## config.mk

```make
export PLATFORM = sky130hd
export DESIGN_NAME = mem_stage_flat
export DESIGN_NICKNAME = d
export VERILOG_FILES = /design/src/rtl/beta_pkg.sv /design/src/rtl/mem_stage_if.sv /design/src/rtl/mem_timeout.sv /design/src/rtl/mem_stage.sv /design/src/flat_wrapper.sv
export SDC_FILE = /design/constraint.sdc
export NUM_CORES = 1
export LEC_CHECK = 0
export CAP_MARGIN = 20
export CORE_ASPECT_RATIO = 1.4
export CORE_MARGIN = 5
export CORE_UTILIZATION = 28
export CTS_BUF_LIST = sky130_fd_sc_hd__clkbuf_2 sky130_fd_sc_hd__clkbuf_4 sky130_fd_sc_hd__clkbuf_8
export DETAILED_ROUTE_END_ITERATION = 8
export GPL_ROUTABILITY_DRIVEN = 0
export SKIP_CTS_REPAIR_TIMING = 1
export SYNTH_ARGS = -nofsm -noshare
export SYNTH_HDL_FRONTEND = slang
export SYNTH_SLANG_ARGS = --single-unit
```

## constraint.sdc

```tcl
create_clock -name clk -period 4.7 [get_ports clk]
set_input_delay 0.94 -clock clk [delete_from_list [all_inputs] [get_ports clk]]
set_output_delay 0.94 -clock clk [all_outputs]
set_load 0.01 [all_outputs]
```

## src/rtl/beta_pkg.sv

```systemverilog
// Shared Beta pipeline definitions: IR mux select codes, fixed instruction
// words injected by the pipeline, memory opcodes and the memory-stage FSM
// state type.
package beta_pkg;

    // ir_src_mem encodings
    localparam logic [1:0] IR_SRC_DATA   = 2'd0;
    localparam logic [1:0] IR_SRC_NOP    = 2'd1;
    localparam logic [1:0] IR_SRC_EXCEPT = 2'd2;

    // Memory opcodes (ir[31:26])
    localparam logic [5:0] OP_LD  = 6'h18;
    localparam logic [5:0] OP_ST  = 6'h19;
    localparam logic [5:0] OP_LDR = 6'h1F;

    // ADDC(R31, 0, R31)
    localparam logic [31:0] INST_NOP        = 32'hC3FF_0000;
    // BNE(R31, 0, XP): saves the faulting PC in XP
    localparam logic [31:0] INST_BNE_EXCEPT = 32'h7BDF_0000;

    typedef enum logic {
        MEM_IDLE,
        MEM_WAIT_RSP
    } mem_state_e;

endpackage

```

## src/rtl/mem_stage_if.sv

```systemverilog
// Data-memory port: valid/ready request channel plus a response channel.
//   master (memory stage): drives dmem_req_valid, dmem_we, dmem_addr, dmem_wdata
//   slave  (memory):       drives dmem_req_ready, dmem_rsp_valid, dmem_rdata
interface mem_stage_if;
    logic        dmem_req_valid;
    logic        dmem_req_ready;
    logic        dmem_we;
    logic [31:0] dmem_addr;
    logic [31:0] dmem_wdata;
    logic        dmem_rsp_valid;
    logic [31:0] dmem_rdata;

    modport master (
        output dmem_req_valid, dmem_we, dmem_addr, dmem_wdata,
        input  dmem_req_ready, dmem_rsp_valid, dmem_rdata
    );

    modport slave (
        input  dmem_req_valid, dmem_we, dmem_addr, dmem_wdata,
        output dmem_req_ready, dmem_rsp_valid, dmem_rdata
    );
endinterface

```

## src/rtl/mem_timeout.sv

```systemverilog
// Stall timeout counter for the memory stage.
//   clk, rst_n : clock, asynchronous active-low reset
//   stall      : count this cycle (otherwise the counter clears)
//   clear      : force the counter back to zero
//   expired    : counter has reached TIMEOUT_CYCLES (never when it is 0)
module mem_timeout #(
    parameter int unsigned TIMEOUT_CYCLES = 255,
    parameter int unsigned CNT_W          = 8
) (
    input  logic clk,
    input  logic rst_n,
    input  logic stall,
    input  logic clear,
    output logic expired
);

    logic [CNT_W-1:0] cnt;

    always_ff @(posedge clk or negedge rst_n) begin
        if (!rst_n) begin
            cnt <= '0;
        end else if (clear || !stall) begin
            cnt <= '0;
        end else begin
            cnt <= cnt + 1'b1;
        end
    end

    assign expired = (TIMEOUT_CYCLES != 0) && (cnt == CNT_W'(TIMEOUT_CYCLES));

endmodule

```

## src/rtl/mem_stage.sv

```systemverilog
// Beta memory stage: registers the execute-stage outputs, issues LD/LDR reads
// and ST writes on the data-memory port, stalls upstream while an access is
// outstanding and turns an access timeout into an exception instruction.
//   clk, rst_n            : clock, asynchronous active-low reset
//   ir_src_mem            : IR mux select for the instruction in this stage
//   mem_rd_next/wr_next   : next instruction is a load / store
//   *_mem_next            : pc/ir/y/st from execute
//   dmem                  : data-memory port (master side)
//   *_wb_next             : values for the writeback registers
//   stall_mem             : hold all upstream registers
//   mem_fault             : one-cycle pulse on access timeout
module mem_stage
    import beta_pkg::*;
#(
    parameter int unsigned TIMEOUT_CYCLES = 255,
    parameter int unsigned CNT_W          = 8
) (
    input  logic              clk,
    input  logic              rst_n,
    input  logic [1:0]        ir_src_mem,
    input  logic              mem_rd_next,
    input  logic              mem_wr_next,
    input  logic [31:0]       pc_mem_next,
    input  logic [31:0]       ir_mem_next,
    input  logic [31:0]       y_mem_next,
    input  logic [31:0]       st_mem_next,
    mem_stage_if.master       dmem,
    output logic [31:0]       pc_wb_next,
    output logic [31:0]       ir_wb_next,
    output logic [31:0]       y_wb_next,
    output logic [31:0]       rdata_wb_next,
    output logic              stall_mem,
    output logic              mem_fault
);

    logic [31:0] pc, ir, y, st;
    logic        rd, wr;
    mem_state_e  state, state_next;
    logic        access, stall_raw, rsp_take, expired;

    // Stage registers
    always_ff @(posedge clk or negedge rst_n) begin
        if (!rst_n) begin
            pc <= '0;
            ir <= INST_NOP;
            y  <= '0;
            st <= '0;
            rd <= 1'b0;
            wr <= 1'b0;
        end else if (!stall_mem) begin
            pc <= pc_mem_next;
            ir <= ir_mem_next;
            y  <= y_mem_next;
            st <= st_mem_next;
            rd <= mem_rd_next;
            wr <= mem_wr_next;
        end
    end

    // Annulled instructions never reach memory
    assign access = (rd || wr) && (ir_src_mem == IR_SRC_DATA);

    assign dmem.dmem_addr  = {y[31:2], 2'b00};
    assign dmem.dmem_we    = wr;
    assign dmem.dmem_wdata = st;

    always_ff @(posedge clk or negedge rst_n) begin
        if (!rst_n) begin
            state <= MEM_IDLE;
        end else begin
            state <= state_next;
        end
    end

    always_comb begin
        state_next          = state;
        dmem.dmem_req_valid = 1'b0;
        stall_raw           = 1'b0;
        rsp_take            = 1'b0;
        case (state)
            MEM_IDLE: begin
                dmem.dmem_req_valid = access;
                if (access) begin
                    if (dmem.dmem_req_ready) begin
                        // accepted stores complete without stalling
                        if (rd) begin
                            state_next = MEM_WAIT_RSP;
                            stall_raw  = 1'b1;
                        end
                    end else begin
                        stall_raw = 1'b1;
                    end
                end
            end
            MEM_WAIT_RSP: begin
                if (dmem.dmem_rsp_valid) begin
                    rsp_take   = 1'b1;
                    state_next = MEM_IDLE;
                end else begin
                    stall_raw = 1'b1;
                end
            end
            default: state_next = MEM_IDLE;
        endcase
        // Timeout abandons the access and releases the pipeline
        if (expired) begin
            state_next = MEM_IDLE;
        end
    end

    assign stall_mem     = stall_raw && !expired;
    assign mem_fault     = expired;
    assign rdata_wb_next = (rsp_take && !expired) ? dmem.dmem_rdata : '0;

    mem_timeout #(
        .TIMEOUT_CYCLES(TIMEOUT_CYCLES),
        .CNT_W         (CNT_W)
    ) u_timeout (
        .clk    (clk),
        .rst_n  (rst_n),
        .stall  (stall_mem),
        .clear  (mem_fault),
        .expired(expired)
    );

    always_comb begin
        if (expired) begin
            ir_wb_next = INST_BNE_EXCEPT;
        end else begin
            case (ir_src_mem)
                IR_SRC_DATA:   ir_wb_next = ir;
                IR_SRC_NOP:    ir_wb_next = INST_NOP;
                IR_SRC_EXCEPT: ir_wb_next = INST_BNE_EXCEPT;
                default:       ir_wb_next = 'x;
            endcase
        end
    end

    assign pc_wb_next = pc;
    assign y_wb_next  = y;

endmodule

```

## src/flat_wrapper.sv

```systemverilog
// flat-port wrapper written by rule: the top's interface ports become plain ports
module mem_stage_flat import beta_pkg::*;
#(
    parameter int unsigned TIMEOUT_CYCLES = 255,
    parameter int unsigned CNT_W          = 8
)
  (clk, rst_n, ir_src_mem, mem_rd_next, mem_wr_next, pc_mem_next, ir_mem_next, y_mem_next, st_mem_next, pc_wb_next, ir_wb_next, y_wb_next, rdata_wb_next, stall_mem, mem_fault, dmem_dmem_req_valid, dmem_dmem_we, dmem_dmem_addr, dmem_dmem_wdata, dmem_dmem_req_ready, dmem_dmem_rsp_valid, dmem_dmem_rdata);
  mem_stage_if dmem_i ();
  input  logic clk;
  input  logic rst_n;
  input  logic [1:0] ir_src_mem;
  input  logic mem_rd_next;
  input  logic mem_wr_next;
  input  logic [31:0] pc_mem_next;
  input  logic [31:0] ir_mem_next;
  input  logic [31:0] y_mem_next;
  input  logic [31:0] st_mem_next;
  output logic [31:0] pc_wb_next;
  output logic [31:0] ir_wb_next;
  output logic [31:0] y_wb_next;
  output logic [31:0] rdata_wb_next;
  output logic stall_mem;
  output logic mem_fault;
  output wire logic [$bits(dmem_i.dmem_req_valid)-1:0] dmem_dmem_req_valid;
  output wire logic [$bits(dmem_i.dmem_we)-1:0] dmem_dmem_we;
  output wire logic [$bits(dmem_i.dmem_addr)-1:0] dmem_dmem_addr;
  output wire logic [$bits(dmem_i.dmem_wdata)-1:0] dmem_dmem_wdata;
  input wire logic [$bits(dmem_i.dmem_req_ready)-1:0] dmem_dmem_req_ready;
  input wire logic [$bits(dmem_i.dmem_rsp_valid)-1:0] dmem_dmem_rsp_valid;
  input wire logic [$bits(dmem_i.dmem_rdata)-1:0] dmem_dmem_rdata;
  assign dmem_dmem_req_valid = dmem_i.dmem_req_valid;
  assign dmem_dmem_we = dmem_i.dmem_we;
  assign dmem_dmem_addr = dmem_i.dmem_addr;
  assign dmem_dmem_wdata = dmem_i.dmem_wdata;
  assign dmem_i.dmem_req_ready = dmem_dmem_req_ready;
  assign dmem_i.dmem_rsp_valid = dmem_dmem_rsp_valid;
  assign dmem_i.dmem_rdata = dmem_dmem_rdata;
  mem_stage #(.TIMEOUT_CYCLES(TIMEOUT_CYCLES), .CNT_W(CNT_W)) u_core (.clk(clk), .rst_n(rst_n), .ir_src_mem(ir_src_mem), .mem_rd_next(mem_rd_next), .mem_wr_next(mem_wr_next), .pc_mem_next(pc_mem_next), .ir_mem_next(ir_mem_next), .y_mem_next(y_mem_next), .st_mem_next(st_mem_next), .dmem(dmem_i), .pc_wb_next(pc_wb_next), .ir_wb_next(ir_wb_next), .y_wb_next(y_wb_next), .rdata_wb_next(rdata_wb_next), .stall_mem(stall_mem), .mem_fault(mem_fault));
endmodule
```

# Yosys cells after proc, flatten, opt, wreduce, memory -nomap -nowiden
# Index checks and enable logic that the tools add are counted.
dict set report totals {
  reg_bits 139
  inputBits 168
  word_cells 37
}
dict set report classes {
  bitwise_logic 1
  n_mux 16
  reduce_logical 8
  eq_ne 3
  add_sub_neg 1
}
# operator n
set ops {}
lappend ops {{32-bit one-hot mux with 3 select lines} 1}
lappend ops {{32-bit two-way mux} 2}
lappend ops {{1-bit two-way mux} 10}
lappend ops {{8-bit by 1-bit adder with 8-bit output, second input constant} 1}
lappend ops {{8-bit == test, second input constant} 1}
lappend ops {{8-bit two-way mux} 1}
lappend ops {{1-bit one-hot mux with 2 select lines} 2}
lappend ops {{1-bit logical AND} 3}
lappend ops {{2-bit by 1-bit == test with 1-bit output, second input constant} 1}
lappend ops {{2-bit == test, second input constant} 1}
lappend ops {{1-bit logical NOT} 2}
lappend ops {{2-bit logical NOT} 1}
lappend ops {{1-bit logical OR} 2}
lappend ops {{1-bit NOT} 1}

# Logic depth before layout (Yosys ltp)
dict set report depth {
  word_depth 8
  mapped_depth 8
  mapped_depth_nobuf 6
}

# By module
# From an unflattened synthesis, not the netlist that was laid out.
dict set report unflattened {
  cells_unflattened 442
  hier_area_um2 6084.6
}
# mod area_per_inst_um2 n_inst cells_per_inst seq_area_each_um2
set by_module_without_submodules {}
lappend by_module_without_submodules {mem_stage 5720.5 1 406 3293.2}
lappend by_module_without_submodules {mem_timeout 364.1 1 36 200.2}

# Worst setup path after synthesis
# OpenSTA, ideal clock, no wires.
dict set report synth_path {
  path_type {input port to output port}
  start {input ir_src_mem[0]}
  end {output ir_wb_next[10]}
  arrival_ns 1.981
  t_required_ns 3.760
  path_slack_ns 1.779
  path_stages 5
  path_cell_list {inv_1 > ha_1 > nor2_1 > clkbuf_1 > and2_1}
}
dict set report synth_via {
  elab_chain_len 3
  word_cells_on_any_way 5
}
# element line
set synth_rtl {}
lappend synth_rtl {{from (decl)} flat_wrapper.sv:11} ;# input logic [1:0] ir_src_mem;
lappend synth_rtl {{2-bit == test, or another cell as far along} mem_stage.sv:130} ;# case (ir_src_mem)
lappend synth_rtl {{32-bit one-hot mux with 3 select lines (*)} mem_stage.sv:130}
lappend synth_rtl {{32-bit two-way mux (*)} mem_stage.sv:127} ;# if (expired) begin
lappend synth_rtl {{to (decl)} flat_wrapper.sv:19} ;# output logic [31:0] ir_wb_next;
# Mark *: on every way between the ends. The rest lies on a longest branch, timed or not.

# Worst setup path in the final report
dict set report layout_path {
  start {register u_core.u_timeout.cnt[0]}
  end {output rdata_wb_next[30]}
}
dict set report layout_via {
  elab_chain_len 4
}
# element line
set layout_rtl {}
lappend layout_rtl {{from (decl)} mem_timeout.sv:17} ;# logic [CNT_W-1:0] cnt;
lappend layout_rtl {{from (signal assigned)} mem_timeout.sv:25} ;# cnt <= cnt + 1'b1;
lappend layout_rtl {{8-bit == test} mem_timeout.sv:29} ;# assign expired = (TIMEOUT_CYCLES != 0) && (cnt == CNT_W'(TIMEOUT_CYCLES));
lappend layout_rtl {{1-bit logical NOT} mem_stage.sv:113} ;# assign rdata_wb_next = (rsp_take && !expired) ? dmem.dmem_rdata : '0;
lappend layout_rtl {{1-bit logical AND} mem_stage.sv:113}
lappend layout_rtl {{32-bit two-way mux} mem_stage.sv:113}
lappend layout_rtl {{to (decl)} flat_wrapper.sv:21} ;# output logic [31:0] rdata_wb_next;
# Every way passes these cells.

==> impl_metrics.json <==
{
  "drc": 0,
  "synth_edf_count": 0,
  "antenna_found_initial": 1,
  "core_area_um2": 21900,
  "io_pins": 364,
  "clkTransAtPathRegs_ns": 0.07,
  "end_kind": "output pin",
  "worst_slack_ns": 0.591,
  "grt.overflow.total": 0,
  "yosysTopAreaCell": "dfrtp_1",
  "setup_viol": 0,
  "p_comb_share_pct": 27.6,
  "critPathLaunchType": "register",
  "drv_slew": 0,
  "final_cell_mix": "clkdlybuf4s50_1 (360), dfrtp_1 (127), mux2_2 (83)",
  "synth_area_um2": 6260,
  "setup_tns_ns": 0,
  "antenna_left": 0,
  "register_area_um2": 3490,
  "synth_seq_area_share_pct": 55.8,
  "dp_hpwl_um": 15500,
  "htreeDepth": 4,
  "p_clk_share_pct": 31.1,
  "die_area_um2": 25500,
  "p_seq_share_pct": 41.3,
  "grt_first_pass_wirelength_um": 30100,
  "synth_top_area_share_pct": 50.8,
  "num_vias": 4600,
  "post-route-util_pct": 47.1,
  "track_usage_pct": 15.4,
  "synth_seq_cells": 139,
  "cp_data_arrival_time_ns": 3.17,
  "first_iter_violations": 121,
  "hold_path.class": "reg2reg",
  "io_buffers": 361,
  "cts_buffers": 17,
  "synth_cells": 441,
  "pre_cts_slack_ns": 0.658,
  "fin_area_um2": 10300,
  "cts.path.max_buffers": 2,
  "layout.nets": 948,
  "period_minus_slack_ns": 4.11,
  "maxCapViolations": 0,
  "finalHoldViolCount": 0,
  "internal-power_mw": 2.56,
  "drt-wirelength-per-cell_um": 18.2,
  "firstDrtPassIters": 4,
  "final_common_cell": "clkdlybuf4s50_1",
  "place_area_um2": 9890,
  "start_util_pct": 28.5,
  "cts_tree": "done",
  "synthArstFlopShare_pct": 100,
  "path_max_fanout": 21,
  "drive_gt1_share_pct": 23.2,
  "power.switching_mw": 0.911,
  "required_ns": 3.76,
  "clockRootBuffer": "clkbuf_8",
  "grt_max_degree": 72,
  "fin_worst_skew_ns": 0.0150,
  "p_sw_share_pct": 26.2,
  "fin_hold_ws_ns": 0.477,
  "clock_latency_ns": 0.43,
  "multi_input_area_um2": 2330,
  "wirelength_um": 19800,
  "ir_worst_vdd_mv": 0.153,
  "syn_to_final_growth_pct": 65.3,
  "avgSynthCellArea_um2": 14.2,
  "rows": 64,
  "synth-main-ff-cell": "dfrtp_1",
  "status": "finished, final reports clean",
  "nFillCells": 2015,
  "worstMarginPinSlew_ns": 0.680,
  "via_per_inst": 4.23,
  "ys_top_cells_by_area": "dfrtp_1 (51%), mux2_2 (15%), mux2_4 (11%)",
  "powerDensity_nw_per_um2": 336,
  "fin_crit_sh_pct": 87.4,
  "ys_types": 32,
  "slew_headroom_pct": 54.5,
  "die_w_um": 136,
  "p_leak_nw": 4.27,
  "path_class": "reg2out",
  "fp.dieH_um": 187,
  "max_freq_ghz": 0.243,
  "rsz0062_at_grt": "false",
  "cts_sinks": 139,
  "grt_pass1_vias": 5239,
  "synth_warnings": 0
}
path summary, 6_finish.rpt:
kind	start	endpoint	slack, ns	cells past startpoint
worst max-delay path	u_core.u_timeout.cnt[0]	rdata_wb_next[30]	0.59	7
worst min-delay path	u_core.u_timeout.cnt[0]	u_core.u_timeout.cnt[0]	0.48	1
worst max register to register	u_core.u_timeout.cnt[0]	u_core.dmem.dmem_wdata[8]	1.96	7
worst min register to register	u_core.u_timeout.cnt[0]	u_core.u_timeout.cnt[0]	0.48	1
max in group asynchronous	rst_n	u_core.y_wb_next[0]	3.23	2
min in group asynchronous	rst_n	u_core.y_wb_next[9]	0.51	1
power by group through the flow:
stage | sequential, mW | clock [mW] | combinational, mW
finish | 1.44 | 1.08 | 0.959
global route | 1.45 | 1.18 | 1.02
CTS | 1.44 | 1.13 | 0.976
detailed placement | 1.46 | 0 | 0.971
global placement | 1.45 | 0 | 0.962
floorplan | 1.49 | 0 | 0.400
critical path: stages (launching register included):
cell and delay [ns]:
dfrtp_1 0.41, ha_1 0.24, and4_1 0.21, and4_4 0.28, nor2_1 0.56, buf_4 0.32
and2_1 0.16, clkdlybuf4s50_1 0.55
synth_stat cells (2+ instances only):
cell type,n
dfrtp_1,127
mux2_2,83
and2_1,50
mux2_4,44
buf_4,39
dfstp_2,12
nor2_1,11
or3_1,10
o21ai_0,9
clkbuf_1,6
nand2_1,6
a21oi_1,5
buf_6,5
inv_1,5
ha_1,4
nand2b_1,3
xor2_1,3
buf_8,2
nand3_1,2
nor2b_1,2
xnor2_1,2
layer usage:
layer	wire length (um)	global-route usage [%]	vias to the layer above
met5	0	0	-
met4	324	4.50	0
met3	1410	4.92	18
met1	7170	16.1	2266
met2	10900	28.8	192
li1	-	-	2124
registers in the layout, indices dropped and copies added (netlist names):
signal                  cells
u_core.dmem.dmem_wdata     32
u_core.pc_wb_next          32
u_core.dmem.dmem_we         1
u_core.u_timeout.cnt        8
u_core.y_wb_next           32
u_core.rd                   1
u_core.ir                  32
u_core.state                1
cells by family after synthesis:
kind of cell | Yosys count | share of synthesized area [%]
multiplexers | 128 | 25.7
flip-flops | 139 | 55.8
other | 1 | 0.0599
AND/OR/NAND/NOR | 90 | 8.50
adder cells (fa/ha/maj) | 4 | 0.800
AO/OA/AOI/OAI | 15 | 1.54
buffers and inverters | 59 | 6.90
XOR/XNOR | 5 | 0.700
area by class of cell:
cell class                      count  share of cell area [%]
Clock buffer                       19                    2.47
Inverter                            6                   0.242
Antenna cell                        1                  0.0242
Sequential cell                   139                    33.8
Multi-Input combinational cell    244                    22.6
Tap cell                          297                    3.59
Clock inverter                     13                    1.85
Timing Repair Buffer              368                    35.5
metrics by stage:
| step | instances | power [mW] |
|---|---|---|
| detailed placement | 1054 | 2.43 |
| floorplan | 442 | 1.89 |
| global placement | 1054 | 2.41 |
| global route | 1087 | 3.65 |
| CTS | 1086 | 3.54 |
| finish | 1087 | 3.47 |
Note: power is estimated with default switching activity, not from simulation.
